[config.mk]
export PLATFORM = sky130hd
export DESIGN_NAME = aes_key_expansion
export DESIGN_NICKNAME = d
export VERILOG_FILES = /design/src/rtl/aes_pkg.sv /design/src/rtl/aes_sub_word.sv /design/src/rtl/aes_key_expansion.sv
export SDC_FILE = /design/constraint.sdc
export NUM_CORES = 2
export LEC_CHECK = 0
export CAP_MARGIN = 20
export CELL_PAD_IN_SITES_DETAIL_PLACEMENT = 0
export CELL_PAD_IN_SITES_GLOBAL_PLACEMENT = 1
export CORE_MARGIN = 2
export CORE_UTILIZATION = 35
export CTS_BUF_LIST = sky130_fd_sc_hd__clkbuf_2 sky130_fd_sc_hd__clkbuf_4 sky130_fd_sc_hd__clkbuf_8
export DETAILED_ROUTE_END_ITERATION = 16
export HOLD_SLACK_MARGIN = 0.1
export PLACE_DENSITY = 0.6
export SYNTH_ARGS = -nofsm -noshare
export SYNTH_HDL_FRONTEND = slang
export SYNTH_HIERARCHICAL = 1
export SYNTH_SLANG_ARGS = --single-unit
[constraint.sdc]
create_clock -name clk -period 8.7 [get_ports clk]
set_clock_uncertainty 0.2 [all_clocks]
set_input_delay 1.305 -clock clk [delete_from_list [all_inputs] [get_ports clk]]
set_output_delay 1.305 -clock clk [all_outputs]
set_load 0.01 [all_outputs]
[src/rtl/aes_pkg.sv]
// Shared AES definitions: round/word types, Rcon table and the S-box lookup.
// Pure constants and functions; no state, no flow control.
package aes_pkg;

    localparam int AES_NR = 10;

    typedef logic [127:0] round_key_t;
    typedef logic [31:0]  word_t;

    typedef enum logic [1:0] {
        KX_IDLE,
        KX_EXPAND,
        KX_DONE
    } kx_state_t;

    // Entry i sits at bits [8*(10-i) +: 8]; entry 0 is unused padding.
    localparam logic [87:0] RCON_TABLE = {
        8'h00, 8'h01, 8'h02, 8'h04, 8'h08, 8'h10,
        8'h20, 8'h40, 8'h80, 8'h1b, 8'h36
    };

    // Byte b sits at bits [8*(255-b) +: 8], so row 0 of the FIPS-197 table is the MSBs.
    localparam logic [2047:0] SBOX_TABLE = {
        128'h637c777bf26b6fc53001672bfed7ab76,
        128'hca82c97dfa5947f0add4a2af9ca472c0,
        128'hb7fd9326363ff7cc34a5e5f171d83115,
        128'h04c723c31896059a071280e2eb27b275,
        128'h09832c1a1b6e5aa0523bd6b329e32f84,
        128'h53d100ed20fcb15b6acbbe394a4c58cf,
        128'hd0efaafb434d338545f9027f503c9fa8,
        128'h51a3408f929d38f5bcb6da2110fff3d2,
        128'hcd0c13ec5f974417c4a77e3d645d1973,
        128'h60814fdc222a908846eeb814de5e0bdb,
        128'he0323a0a4906245cc2d3ac629195e479,
        128'he7c8376d8dd54ea96c56f4ea657aae08,
        128'hba78252e1ca6b4c6e8dd741f4bbd8b8a,
        128'h703eb5664803f60e613557b986c11d9e,
        128'he1f8981169d98e949b1e87e9ce5528df,
        128'h8ca1890dbfe6426841992d0fb054bb16
    };

    function automatic logic [7:0] rcon(input logic [3:0] idx);
        logic [7:0] val;
        val = 8'h00;
        if (idx <= 4'd10)
            val = RCON_TABLE[8*(10-int'(idx)) +: 8];
        return val;
    endfunction

    function automatic logic [7:0] sbox(input logic [7:0] b);
        return SBOX_TABLE[8*(255-int'(b)) +: 8];
    endfunction

endpackage

[src/rtl/aes_sub_word.sv]
// SubWord: applies the AES S-box to each byte of a 32-bit word.
// Purely combinational, zero latency, no flow control.
module aes_sub_word
    import aes_pkg::*;
(
    input  word_t word,
    output word_t sub
);

    assign sub = {sbox(word[31:24]), sbox(word[23:16]),
                  sbox(word[15:8]),  sbox(word[7:0])};

endmodule

[src/rtl/aes_key_expansion.sv]
// AES-128 key schedule: one round key per clock into an 11-entry bank, done 11 edges after start.
// Combinational zero-latency read port; start is ignored while expanding (no backpressure).
module aes_key_expansion
    import aes_pkg::*;
#(
    parameter int NR      = AES_NR,
    parameter int ROUND_W = 4
) (
    input  logic               clk,
    input  logic               reset,
    input  logic               start,
    input  logic [127:0]       key_in,
    input  logic [ROUND_W-1:0] desired_round,
    output logic [127:0]       round_key,
    output logic               key_expansion_done,
    output logic               busy
);

    kx_state_t          state;
    logic [ROUND_W-1:0] cnt;
    round_key_t         bank [0:NR];

    round_key_t prev_key;
    round_key_t next_key;
    word_t      rot_w3;
    word_t      sub_w3;
    word_t      t_word;
    word_t      n0, n1, n2, n3;

    // cnt names the entry being written, so the source entry is cnt-1.
    always_comb begin
        prev_key = '0;
        for (int k = 0; k < NR; k++) begin
            if (ROUND_W'(k + 1) == cnt)
                prev_key = bank[k];
        end
    end

    assign rot_w3 = {prev_key[23:0], prev_key[31:24]};

    aes_sub_word u_sub_word (
        .word (rot_w3),
        .sub  (sub_w3)
    );

    assign t_word   = sub_w3 ^ {rcon(4'(cnt)), 24'h000000};
    assign n0       = prev_key[127:96] ^ t_word;
    assign n1       = prev_key[95:64]  ^ n0;
    assign n2       = prev_key[63:32]  ^ n1;
    assign n3       = prev_key[31:0]   ^ n2;
    assign next_key = {n0, n1, n2, n3};

    // Out-of-range indices fall through to zero.
    always_comb begin
        round_key = '0;
        for (int k = 0; k <= NR; k++) begin
            if (ROUND_W'(k) == desired_round)
                round_key = bank[k];
        end
    end

    always_ff @(posedge clk or negedge reset) begin
        if (!reset) begin
            state              <= KX_IDLE;
            cnt                <= '0;
            key_expansion_done <= 1'b0;
            busy               <= 1'b0;
            for (int k = 0; k <= NR; k++)
                bank[k] <= '0;
        end else begin
            case (state)
                KX_IDLE, KX_DONE: begin
                    if (start) begin
                        bank[0]            <= key_in;
                        cnt                <= ROUND_W'(1);
                        key_expansion_done <= 1'b0;
                        busy               <= 1'b1;
                        state              <= KX_EXPAND;
                    end
                end
                KX_EXPAND: begin
                    for (int k = 1; k <= NR; k++) begin
                        if (ROUND_W'(k) == cnt)
                            bank[k] <= next_key;
                    end
                    cnt <= cnt + ROUND_W'(1);
                    if (cnt == ROUND_W'(NR)) begin
                        key_expansion_done <= 1'b1;
                        busy               <= 1'b0;
                        state              <= KX_DONE;
                    end
                end
                default: state <= KX_IDLE;
            endcase
        end
    end

endmodule
After elaboration in Yosys (flattened, before gate mapping)
Index checks and enable logic that the tools add are counted.
Widths: inputs -> output; s select.
{ "classes": {"n_addsub": 6, "order_cmp": 1, "n_eq_ne": 25, "shift": 5, "mux": 33, "bitwise_logic": 5, "reduce_logical": 18} }
{ "ops": {"columns": ["operator", "count"], "rows": [
  ["$shiftx 2048x32->8 const A", 4],
  ["$mux 128", 21],
  ["$xor 32x32->32", 5],
  ["$shiftx 88x8->8 const A", 1],
  ["$sub 8x8->9 const A", 4],
  ["$eq 3x4->1 const A", 8],
  ["$reduce_and 2->1", 13],
  ["$eq 4x4->1 const A", 6],
  ["$eq 2x4->1 const A", 4],
  ["$eq 1x4->1 const A", 2],
  ["$mux 8", 1],
  ["$pmux 4 s2", 1],
  ["$sub 4x4->5 const A", 1],
  ["$add 4x1->4 const B", 1],
  ["$eq 4x4->1 const B", 1],
  ["$le 4x4->1 const B", 1],
  ["$logic_not 4->1", 1],
  ["$mux 1", 4],
  ["$mux 2", 2],
  ["$mux 4", 1],
  ["$ne 2x2->1 const B", 2],
  ["$pmux 1 s2", 2],
  ["$pmux 2 s2", 1],
  ["$reduce_and 3->1", 1],
  ["other kinds (5)", 5]
]} }
{ "totals": {"register_bits": 1416, "input_bits": 135, "output_inout_bits": 130, "wordCells": 108} }

Longest topological paths before layout
{ "depth": {"ltp_word": 18, "depth_mapped": 32, "ltp_nobuf": 23} }

By module
The synthesis kept the hierarchy.
{ "modules_own_cells": {"columns": ["module", "instances", "cells_each", "area_per_inst_um2", "seq_area_each_um2"], "rows": [
  ["aes_key_expansion", 1, 8404, 72507.0, 35434.0],
  ["aes_sub_word", 1, 2194, 13446.6, 0.0]
]} }

Worst setup path before layout
OpenSTA, ideal clock, no wires.
{ "synth_path": {"path_type": "reg2reg", "start": "register cnt[0]", "end": "register bank[1052] (netlist bit)", "setup_time_ps": 143, "arrival_time_ps": 6660, "t_required_ps": 8357, "setup_slack_ps": 1697, "path_stages_with_launch": 29, "n_path_buf": 8, "synth_period_minus_slack_ps": 7003, "path_cell_list": "dfrtp_1 -> clkbuf_1 -> inv_1 -> ha_1 -> buf_4 -> nor4b_2 -> buf_4 -> buf_6 -> buf_4 -> buf_2 -> a21oi_1 -> o22ai_1 -> o211ai_1 -> o21a_1 -> o21ai_1 -> clkbuf_1 -> clkinv_1 -> ha_1 -> clkbuf_1 -> nor2b_1 -> nor3_1 -> o311a_1 -> o311ai_0 -> o211ai_1 -> xnor2_1 -> xor3_1 -> xor2_1 -> xor2_1 -> o21ai_0"} }
{ "synth_via": {"elab_chain_cells": 18, "word_cells_on_any_way": 32, "cone_classes": "add/sub: 2; order compare: 1; eq/ne: 10; shift: 2; mux: 11; bitwise: 5; reduce/logical: 1"} }
{ "synth_lines": {"columns": ["item", "line_no", "rtl"], "rows": [
  ["from (decl)", "aes_key_expansion.sv:20", "logic [ROUND_W-1:0] cnt;"],
  ["from (signal assigned)", "aes_key_expansion.sv:86", "cnt <= cnt + ROUND_W'(1);"],
  ["$eq 1x4->1", "aes_key_expansion.sv:34", "if (ROUND_W'(k + 1) == cnt)"],
  ["$mux 128 (9 in series)", "aes_key_expansion.sv:34", null],
  ["$mux 128 *", "aes_key_expansion.sv:34", null],
  ["net prev_key[17]", "aes_key_expansion.sv:23", "round_key_t prev_key;"],
  ["$sub 8x8->9 *", "aes_pkg.sv:51", "return SBOX_TABLE[8*(255-int'(b)) +: 8];"],
  ["$shiftx 2048x32->8 *", "aes_pkg.sv:51", null],
  ["net sub_w3[28]", "aes_key_expansion.sv:26", "word_t sub_w3;"],
  ["$xor 32x32->32 *", "aes_key_expansion.sv:46", "assign t_word = sub_w3 ^ {rcon(4'(cnt)), 24'h000000};"],
  ["$xor 32x32->32 *", "aes_key_expansion.sv:47", "assign n0 = prev_key[127:96] ^ t_word;"],
  ["$xor 32x32->32 *", "aes_key_expansion.sv:48", "assign n1 = prev_key[95:64] ^ n0;"],
  ["$xor 32x32->32 *", "aes_key_expansion.sv:49", "assign n2 = prev_key[63:32] ^ n1;"],
  ["$xor 32x32->32 *", "aes_key_expansion.sv:50", "assign n3 = prev_key[31:0] ^ n2;"],
  ["to (signal, indexed assignment)", "aes_key_expansion.sv:84", "bank[k] <= next_key;"],
  ["to (decl)", "aes_key_expansion.sv:21", "round_key_t bank [0:NR];"]
]} }
The timed path passes the listed nets; every way through them passes the cells marked *.
A chain may end at the register's enable or synchronous reset.

Worst setup path in the final report
{ "layout_path": {"start": "register cnt[0]", "end": "register bank[259] (netlist bit)"} }
The elaborated chain is that of the path after synthesis.

==> results <==
- The flow ran to the end, and the final reports show no timing, DRC or antenna violations.
- The top flip-flop cell by instance count after synthesis is dfrtp_1.
- By count the netlist is led by nand2_1, o21ai_0, dfrtp_1.
- The synthesized netlist devotes between 2 and 2.5% of its cell area to XOR and XNOR gates.
- The maximum level of the CTS H-tree is 5.
- Of all cell types, the one taking the most synthesized area is dfrtp_1.
- By area, the combinational part of the netlist is dominated by compound AO/OA/AOI/OAI gates.
- Together, buffers and inverters on the worst path number 7.
- The fraction of layout instances using a drive strength above 1 is approximately an eighth.
- The most numerous cell on the critical path is buf_4.
- From synthesis to final layout, the design area changed by 14.79%.
- The placed wire-length estimate is approximately 290000 µm.
- The vias after detailed routing is 89070.
- The final cell utilization of the core is 40.49%.
- The worst reg2reg path endpoint is bank[259].
- Clock latency on the worst-skew pair, taken at its later pin, is 1090 ps.
- Global routing used 36.55% of the available tracks across all layers.
- The critical path is of the flip-flop to flip-flop type.
- The count of final max-slew check failures is 0.
- In this run the number of cells on the critical path is 25.
- After clock tree synthesis, the clock-pin slew on the worst setup and hold paths is 60 ps.
- The number of hold-slack violations in the final timing report came to 0.
- In this run the tool buffered the top-level ports with 264 buffer cells.
- The register bit total from synthesis is 1416.
- On the final layout, the worst hold slack is 280.0 ps.
- From bottom edge to top edge, the die measures roughly 500 µm.
- In this run the critical register-to-register path is launched from cnt[0].
- After floorplanning, the core was divided into about 180 placement rows.
- Setup slack on the worst reg-to-reg path comes out at 200 ps.
- The number of global-route vias before repair is 84960.
- The residual DRC count is 0.
- The layout has roughly 25000 filler cells.
- The number of clock buffers added by TritonCTS is ~290.
- Along the worst hold path, the cell count comes to 2.
- The number of nets handed over by synthesis was 10800.
- The arrival time at the worst endpoint is 9210 ps.
- The sort of element at the end of the critical path is a flip-flop.
- Setup repair after global routing left no endpoint under its margin.
- During synthesis, Yosys emitted a total of 6 warnings.
- For the pin with the worst max-slew slack, the measured transition is 1276 ps.
- The clock passes through at most 4 buffers.
- The count of distinct cell types in the synthesized netlist is roughly 100.
- Yosys mapped a number of flops with a built-in enable equal to 0.
- The depth of the worst register-to-register path is 25.
- Entering global routing, the biggest net connects 178 pins.
- The total wirelength of the detailed-routed design is 470500 µm.
- The initial cell density of the core is 35.27%.
- For this run, asynchronously set or reset flops after synthesis account for 100.0%.
- The detailed router finished its first iteration with approximately 12000 violations.
- For this run, the post-layout net count is approximately 11000.
- For this design, the slowest cell found on the critical path is xnor2_2.
- The most critical setup path has its startpoint at cnt[0].
- The worst hold path belongs to the class flip-flop to flip-flop.
- The initial antenna violation count is 17.
- The total die area is approximately 250000 µm².
- The synthesized-area fraction occupied by ao, oa, aoi and oai cells is 31.16%.
- The maximum clock frequency is 117.7 MHz.
- The routed design could run at a clock period as short as 8498 ps.
- STA classifies the critical path startpoint as a flip-flop.
- After layout, the worst path uses 97.67% of the clock period.
- The post-synthesis cell area is 85950 µm².
- Of the total synthesized cell area, the portion taken by full adders, half adders and majority gates is 0.9316%.
- The count of nets left with antenna violations after detail routing is 0.
- The routability-driven placement congestion ratio is 0.9882.
- The sequential element share of the synthesized area is 41.22%.
- The data required time of the critical path is 9410 ps.
- The total global routing overflow is 0.
- Max-cap violations in this run came to 0.
- The first global-routing pass estimated about 660000 µm of wire.
- Of all nets on the critical path, the largest fanout is 45.
- TritonCTS built the clock tree.
- The number of iterations in the first detailed-routing pass is 9.
- The area fraction in and, or, nand and nor cells after synthesis is 16.26%.
- The average routed wire per standard cell is 33.85 µm.
- The buffer cell driving the clock tree root is clkbuf_8.
- For this design the top-level I/O count stands at 265.
- The core area is 243700 µm².
- Multiplexer cells account for 2.447% of the synthesized area.
- The library cell with the highest instance count after synthesis is nand2_1.
- In this run the biggest area consumer among cell types represents between 40% and 50% of the synthesized area.
- Yosys attributes the largest share of cell area to dfrtp_1, nand2_1, o21ai_0.
- The floorplan step set the die width to 499.6 µm.
- Grouping stages by cell kind, the critical path spends the most delay in compound AO/OA/AOI/OAI gates.
- The cell count after synthesis came out at 10600.
- After detailed routing, the number of vias per cell comes to 6.408.
- For this design, the sink count on the clock tree is 1416.
- Adding up every negative setup slack in the final design gives 0 ps.
- The setup violation total in the final timing report is 0.
- The largest single stage delay on the critical path is approximately 830 ps.
- The average instance in the mapped netlist occupies 8.110 µm².
- The endpoint of the most critical setup path is bank[259].
- The remaining max-slew budget at the tightest pin is around 15%.
[worst min path at each step]
stage,from,endpoint,slack [ps]
2_1_floorplan,bank[123],bank[123],250
6_report,bank[38],bank[38],280
4_1_cts,bank[28],bank[28],280
3_3_place_gp,bank[116],bank[116],260
3_5_place_dp,bank[28],bank[28],270
5_1_grt,bank[64],bank[64],300
[sequential cells by signal (all words and copies together), names as in the netlist]
register,flops
cnt,4
bank,1408
busy,1
state,2
key_expansion_done,1
[per-layer routing]
layer | up-vias | part of all wire (%) | wire, µm | track usage, %
li1 | 38260 | - | - | -
met1 | 44250 | 42 | 198700 | 50.72
met2 | 5434 | 42 | 198400 | 53.94
met3 | 1123 | 10 | 47620 | 8.087
met4 | 8 | 5.5 | 25760 | 16.98
met5 | - | 0.013 | 59 | 0
[cells by family (layout without fill, tap and decap cells)]
logic type | count (synthesis) | count (layout)
AO/OA/AOI/OAI | 4283 | 4283
AND/OR/NAND/NOR | 3298 | 3298
flip-flops | 1416 | 1416
buffers and inverters | 1214 | 1303
multiplexers | 163 | 163
XOR/XNOR | 160 | 160
adder cells (fa/ha/maj) | 64 | 64
other | 0 | 11
[timing repair]
action | 4_1_cts | 5_1_grt
hold endpoints to repair | 83 | 0
buffers inserted | 0 | 0
hold buffers | 1 | 0
gates resized for setup | 0 | 0
[metrics by stage]
step / setup WS, ps / std cells / area (µm²)
floorplan: 1697 / 10600 / 85950
global placement: 474.8 / 13400 / 92740
detailed placement: 460.9 / 13410 / 92780
CTS: 478.9 / 13890 / 98630
global route: 148.0 / 13890 / 98650
finish: 202.5 / 13900 / 98670
[layout by cell type (no fill, tap or decap), types with 57 or more instances in the layout]
cell	synthesis	routed
dfrtp_1	1416	1414
a221oi_1	265	265
mux2i_1	83	83
o311ai_0	58	57
nand3_1	107	104
nor3_1	139	135
o21a_1	77	77
xor2_1	75	75
clkbuf_4	0	103
nand2b_1	123	116
buf_4	42	431
nor2b_1	167	163
a21oi_1	892	891
a22oi_1	102	102
clkbuf_8	0	354
nand2_1	2051	2038
inv_1	62	61
o211ai_1	104	104
o21ai_1	330	303
a221o_1	65	65
clkdlybuf4s50_1	0	261
nor2_1	528	518
ha_1	64	60
o22ai_1	196	196
o21ai_0	1469	1468
a211oi_1	71	71
a222oi_1	123	123
[tightest hold or removal path, delay by kind of cell (launching register included)]
| family | cells | cell delay, ps |
|---|---|---|
| flip-flops | 1 | 340 |
| AO/OA/AOI/OAI | 1 | 60 |
| AND/OR/NAND/NOR | 1 | 50 |
[layout make-up]
class                           instances  area [µm²]  area share (%)
Timing Repair Buffer                  751        6995           7.090
Tap cell                             3202        4006           4.060
Clock buffer                          456        5638           5.714
Multi-Input combinational cell       7968       46100           46.72
Clock inverter                         24       197.7          0.2004
Sequential cell                      1416       35440           35.91
Inverter                               72       271.5          0.2752
Antenna cell                           11       27.53         0.02790
Power is not shown: default switching activity piles up to over one toggle a cycle in this logic, so the estimate is an artifact.
